--- config.mk ---
export PLATFORM = sky130hd
export DESIGN_NAME = adder_subtractor
export DESIGN_NICKNAME = d
export VERILOG_FILES = /design/src/rtl/adder_subtractor_pkg.sv /design/src/rtl/adder_subtractor_full_adder.sv /design/src/rtl/adder_subtractor.sv
export SDC_FILE = /design/constraint.sdc
export NUM_CORES = 1
export LEC_CHECK = 0
export ABC_AREA = 0
export CORE_AREA = 2 2 39 41
export CTS_CLUSTER_SIZE = 20
export DETAILED_ROUTE_END_ITERATION = 7
export DIE_AREA = 0 0 41 43
export GPL_TIMING_DRIVEN = 0
export PLACE_DENSITY = 0.44
export SLEW_MARGIN = 0
export SYNTH_ARGS = -nofsm -noshare
export SYNTH_HDL_FRONTEND = slang
export SYNTH_HIERARCHICAL = 1
export SYNTH_SLANG_ARGS = --single-unit
export TNS_END_PERCENT = 20
--- constraint.sdc ---
create_clock -name clk -period 0.8 [get_ports clk]
set_input_delay 0.08 -clock clk [delete_from_list [all_inputs] [get_ports clk]]
set_output_delay 0.08 -clock clk [all_outputs]
set_load 0.02 [all_outputs]
--- src/rtl/adder_subtractor_pkg.sv ---
// Shared constants for the adder/subtractor datapath: mode encodings and default width.
package adder_subtractor_pkg;

   localparam logic MODE_ADD     = 1'b0;
   localparam logic MODE_SUB     = 1'b1;
   localparam int   ADDSUB_WIDTH = 4;

endpackage : adder_subtractor_pkg

--- src/rtl/adder_subtractor_full_adder.sv ---
// One-bit full adder; the top level chains WIDTH of these into a ripple-carry adder.
module full_adder (
   input  logic a,
   input  logic b,
   input  logic cin,
   output logic s,
   output logic cout
);

   assign s    = a ^ b ^ cin;
   assign cout = (a & b) | (cin & (a ^ b));

endmodule : full_adder

--- src/rtl/adder_subtractor.sv ---
// Registered two's-complement adder/subtractor over a ripple-carry chain.
// Optional signed overflow output is built when ADDSUB_OVERFLOW_EN is defined.
module adder_subtractor
   import adder_subtractor_pkg::*;
#(
   parameter int WIDTH = ADDSUB_WIDTH
) (
   input  logic             clk,
   input  logic             rst_n,
   input  logic [WIDTH-1:0] A,
   input  logic [WIDTH-1:0] B,
   input  logic             mode,
   output logic [WIDTH-1:0] sum,
`ifdef ADDSUB_OVERFLOW_EN
   output logic             overflow,
`endif
   output logic             cout
);

   // No handshake: A, B and mode are sampled on every rising edge and the
   // result is valid from just after that edge until the next one.

   logic [WIDTH-1:0] b_x;
   logic [WIDTH-1:0] s_next;
   logic [WIDTH:0]   carry;

   // Subtraction is A + ~B + 1, so mode both inverts B and supplies the +1.
   assign b_x      = B ^ {WIDTH{mode}};
   assign carry[0] = (mode == MODE_SUB);

   for (genvar i = 0; i < WIDTH; i++) begin : g_ripple
      full_adder u_fa (
         .a    (A[i]),
         .b    (b_x[i]),
         .cin  (carry[i]),
         .s    (s_next[i]),
         .cout (carry[i+1])
      );
   end

   always_ff @(posedge clk or negedge rst_n) begin
      if (!rst_n) begin
         sum  <= '0;
         cout <= 1'b0;
      end else begin
         sum  <= s_next;
         cout <= carry[WIDTH];
      end
   end

`ifdef ADDSUB_OVERFLOW_EN
   // Signed overflow: carry into the MSB disagrees with carry out of it.
   always_ff @(posedge clk or negedge rst_n) begin
      if (!rst_n) overflow <= 1'b0;
      else        overflow <= carry[WIDTH-1] ^ carry[WIDTH];
   end
`endif

endmodule : adder_subtractor

**Word-level counts from Yosys, hierarchy flattened**

Index checks and enable logic that the tools add are counted.

- Bitwise logic cells: 21

Operator list:

| cell | number |
|---|---|
| $and A1 B1 Y1 | 8 |
| $xor A1 B1 Y1 | 8 |
| $or A1 B1 Y1 | 4 |
| $xor A4 B4 Y4 | 1 |

- Register bits after elaboration: 5

**Longest topological paths before layout**

Gate-level depths: netlist of the first run.

- Word-level depth: 10
- Gate-level depth with buffers: 5
- Mapped depth without buffers: 5

**Modules after synthesis**

Netlist of the first run, hierarchy kept.

By module, submodules not included:

| module | instances | cells each | area each (µm²) | sequential area each (µm²) |
|---|---|---|---|---|
| adder_subtractor | 1 | 9 | 160.2 | 125.1 |
| full_adder | 4 | 1 | 20.0 | 0.0 |

**Worst setup path before layout of the first run**

No wires, ideal clock.

- Path kind: input port to flip-flop
- Start point: in B[0]
- End point: reg sum[3]
- Data arrival time: 1812 ps
- Required time: 664 ps
- Path slack: -1148 ps
- Cell stages on the path: 5
- Path buffers: 0
- Path through: xor2_1 > fa_1 > fa_1 > fa_1 > fa_1

- Cells in the longest elaborated chain, start to end: 9

Ends and longest elaborated chain:

| item | RTL line | RTL |
|---|---|---|
| from (decl) | adder_subtractor.sv:11 | `input logic [WIDTH-1:0] B,` |
| $xor A4 B4 Y4 (*) | adder_subtractor.sv:28 | `assign b_x = B ^ {WIDTH{mode}};` |
| $xor A1 B1 Y1 | adder_subtractor_full_adder.sv:11 | `assign cout = (a & b) \| (cin & (a ^ b));` |
| $and A1 B1 Y1 | adder_subtractor_full_adder.sv:11 |  |
| $or A1 B1 Y1 (*) | adder_subtractor_full_adder.sv:11 |  |
| via carry[1] | adder_subtractor.sv:25 | `logic [WIDTH:0] carry;` |
| $and A1 B1 Y1 (*) | adder_subtractor_full_adder.sv:11 |  |
| $or A1 B1 Y1 (*) | adder_subtractor_full_adder.sv:11 |  |
| via carry[2] | adder_subtractor.sv:25 |  |
| $and A1 B1 Y1 (*) | adder_subtractor_full_adder.sv:11 |  |
| $or A1 B1 Y1 (*) | adder_subtractor_full_adder.sv:11 |  |
| via carry[3] | adder_subtractor.sv:25 |  |
| $xor A1 B1 Y1 (*) | adder_subtractor_full_adder.sv:10 | `assign s = a ^ b ^ cin;` |
| via s_next[3] | adder_subtractor.sv:24 | `logic [WIDTH-1:0] s_next;` |
| to (signal assigned) | adder_subtractor.sv:46 | `sum <= s_next;` |
| to (decl) | adder_subtractor.sv:13 | `output logic [WIDTH-1:0] sum,` |

Mark *: on every way through the listed nets, which the timed path passes. The rest lies on a longest branch.

**Worst setup path in the final report of the first run**

- Start point: in mode
- End point: reg sum[3]

- Cells in the longest elaborated chain, start to end: 9

Ends and longest elaborated chain:

| item | RTL line | RTL |
|---|---|---|
| from (decl) | adder_subtractor.sv:12 | `input logic mode,` |
| $xor A4 B4 Y4 | adder_subtractor.sv:28 |  |
| $xor A1 B1 Y1 | adder_subtractor_full_adder.sv:11 |  |
| $and A1 B1 Y1 | adder_subtractor_full_adder.sv:11 |  |
| $or A1 B1 Y1 (*) | adder_subtractor_full_adder.sv:11 |  |
| via carry[1] | adder_subtractor.sv:25 |  |
| $and A1 B1 Y1 (*) | adder_subtractor_full_adder.sv:11 |  |
| $or A1 B1 Y1 (*) | adder_subtractor_full_adder.sv:11 |  |
| via carry[2] | adder_subtractor.sv:25 |  |
| $and A1 B1 Y1 (*) | adder_subtractor_full_adder.sv:11 |  |
| $or A1 B1 Y1 (*) | adder_subtractor_full_adder.sv:11 |  |
| via carry[3] | adder_subtractor.sv:25 |  |
| $xor A1 B1 Y1 (*) | adder_subtractor_full_adder.sv:10 |  |
| via s_next[3] | adder_subtractor.sv:24 |  |

Marks and branches as above.

==> results of run 1 <==
## worst paths after layout
path                       startpoint     end  slack [ns]  cells after the start
worst max-delay path             mode  sum[3]       -0.91                      6
worst min-delay path            rst_n  sum[1]        0.06                      1
max in group asynchronous       rst_n    cout        0.56                      1
min in group clk                 mode  sum[0]        0.25                      3
## Yosys cell counts
master / instances
xor2_1: 4
fa_1: 4
dfrtp_1: 5
## metal layers
layer / track usage, % / vias up / wire length (um)
li1: - / 83 / -
met1: 4.67 / 83 / 114
met2: 8.13 / 16 / 235
met3: 2.09 / 0 / 106
met4: 8.00 / 0 / 0
met5: 0 / - / 0
## cells by family (layout without fill, tap and decap cells)
family                   after synthesis  after routing  synth area share [%]
XOR/XNOR                               4              4                  14.6
adder cells (fa/ha/maj)                4              4                  33.3
buffers and inverters                  0             23                     0
flip-flops                             5              5                  52.1
## stage by stage
step | hold WS, ns | area [sq um] | instances | total power, W | setup slack [ns]
4_1_cts | 0.0533 | 438 | 49 | 0.000917 | -1.14
6_report | 0.0595 | 475 | 52 | 0.000909 | -0.913
3_3_place_gp | 0.307 | 418 | 44 | 0.000668 | -1.67
3_5_place_dp | 0.305 | 418 | 44 | 0.000675 | -1.71
2_1_floorplan | -0.216 | 248 | 13 | 0.000471 | -1.02
5_1_grt | 0.0633 | 475 | 52 | 0.000982 | -0.928
## cell type report
| cell class | count | area (sq um) | area share [%] |
|---|---|---|---|
| repair buffers | 19 | 174 | 36.6 |
| multi-input cells | 8 | 130 | 27.4 |
| clock buffers | 4 | 26.3 | 5.53 |
| flip-flops and latches | 5 | 125 | 26.3 |
| well taps | 16 | 20.0 | 4.21 |
## sequential cells by signal, summed over array words and instances (netlist names)
signal	cells
sum	4
cout	1
## where the power goes
part | internal [W] | leakage, nW | switching (W)
registers | 0.000312 | 0.0583 | 0.0000103
clock network | 0.000188 | 0.0150 | 0.0000877
logic | 0.000145 | 0.134 | 0.000166
## timing repair
| action | CTS | global route |
|---|---|---|
| resized for setup | 33 | 4 |
| buffers inserted | 1 | 3 |
| endpoints found under the setup margin | 10 | 9 |
| gates cloned | 0 | 0 |
| pin swaps | 5 | 5 |
| endpoints found under the hold margin | 0 | 0 |
==> flow_metrics.py, run 1 <==
metrics = {
    "floorplanning": {
        "num_io_pins": 16,
        "area_of_the_core_region_sq_um": 1380,
        "starting_density_pct": 17.4,
        "die_area_sq_um": 1760,
        "die_h_um": 43,
        "chipWidth_um": 41,
        "placement_rows": 14,
    },
    "route": {
        "firstDrtPassIters": 1,
        "post-route-drc-count": 0,
        "route.detailed.wl_per_inst_um": 8.77,
        "route.antenna.remaining_nets": 0,
        "vias_per_cell": 3.50,
        "num_vias": 182,
        "drt_iter0_markers": 0,
        "drt-total-wl_um": 456,
    },
    "timing": {
        "finalCriticalPeriod_ns": 1.71,
        "post-route-worst-setup-slack_ns": -0.913,
        "timing.final.crit_share_pct": 214,
        "setup_repair_after_global_routing_missed_its_margin": "true",
        "fin_tns_setup_ns": -2.71,
        "timing.final.max_slew_violations": 0,
        "maxClockFrequency_mhz": 584,
        "slew_at_the_pin_with_the_worst_max_slew_slack_ns": 0.209,
        "timing.slew.headroom_pct": 86.0,
        "final-hold-violation-count": 0,
        "report.final.setup_viol": 9,
    },
    "setup_path": {
        "arrival_ns": 1.81,
        "worst_path_most_repeated_cell": "fa_2",
        "worstSetupEndpointType": "register",
        "worst-path-max-fanout": 4,
        "critical_path.n_buffers_inverters": 2,
        "worstPathCellList": "buf_12 -> buf_8 -> fa_2 -> fa_2 -> fa_2 -> fa_1",
        "critical-path-max-stage-delay_ns": 0.44,
        "cp_data_required_time_ns": 0.90,
        "critical_path.slowest_cell": "fa_1",
        "cell_family_with_most_cp_delay": "adder cells",
        "criticalPathCategory": "input pin to register",
        "startpoint_class_of_the_critical_path": "input pin",
    },
    "global_routing": {
        "grt_pass1_vias": 170,
        "antenna_found_initial": 0,
        "overflow": 0,
        "grt_first_pass_wirelength_um": 586,
        "grt.total_usage_pct": 5.69,
        "grt_start_max_net_pins": 6,
    },
    "clock_network": {
        "path_clk_slew_ns": 0.04,
        "clock_tree_from_tritoncts": "built",
        "number_of_buffers_inserted_during_clock_tree_synthesis": 3,
        "count_of_h_tree_levels_built_during_cts": 1,
        "cts-hold-fix-buffers": 0,
        "cts.path.max_buffers": 2,
        "cts_root_buf": "clkbuf_4",
        "cts_sinks": 5,
    },
    "synth": {
        "syn-mean-instance-area_sq_um": 18.5,
        "ys_ff_latch": 5,
        "post_synth_num_cell_types": 3,
        "number_of_nets_produced_by_synthesis": 28,
        "yosys-top-cells-area": "dfrtp_1 (52%), fa_1 (33%), xor2_1 (15%)",
        "post_synth_inst_count": 13,
        "library_cell_with_the_largest_summed_area_after_synthesis": "dfrtp_1",
        "synth_top_area_share_pct": 52.1,
        "warnings_synthesis": 6,
        "area_of_the_mapped_netlist_sq_um": 240,
        "synth-seq-area-share_pct": 52.1,
    },
    "cells_and_area": {
        "layout.nets": 52,
        "postLayoutCoreUtil_pct": 34.4,
        "post_route_cells_drive_above_1_share_pct": 50.0,
        "fillCellCount": 147,
        "antenna_cells": 0,
        "area_added_between_synthesis_and_finish_pct": 97.9,
        "layout.cells.most_common": "clkdlybuf4s50_1",
        "mostFrequentLayoutCells": "clkdlybuf4s50_1 (7), dfrtp_1 (5), buf_2 (5)",
    },
    "pwr": {
        "ir_drop_mv": 0.442,
        "total_leakage_power_nw": 0.207,
        "power.density_cell_area_nw_per_um2": 1910,
    },
    "status": {
        "outcome": "finished, violations left",
        "violations": "setup timing",
    },
    "place": {
        "finalWeightedCongestion": 0.559,
        "io_buffer_count": 15,
    },
    "job": {
        "maxCapViolations": 0,
    },
    "min_path": {
        "hold_class": "input pin to async pin",
    },
}
Note: power is estimated with default switching activity, not from simulation.
==> run 2, diff against run 1 <==
Settings changed: CTS_CLUSTER_DIAMETER from default to 60.
==> results of run 2 <==
Same layout as run 1: the final DEF is identical, and so are final timing and power.
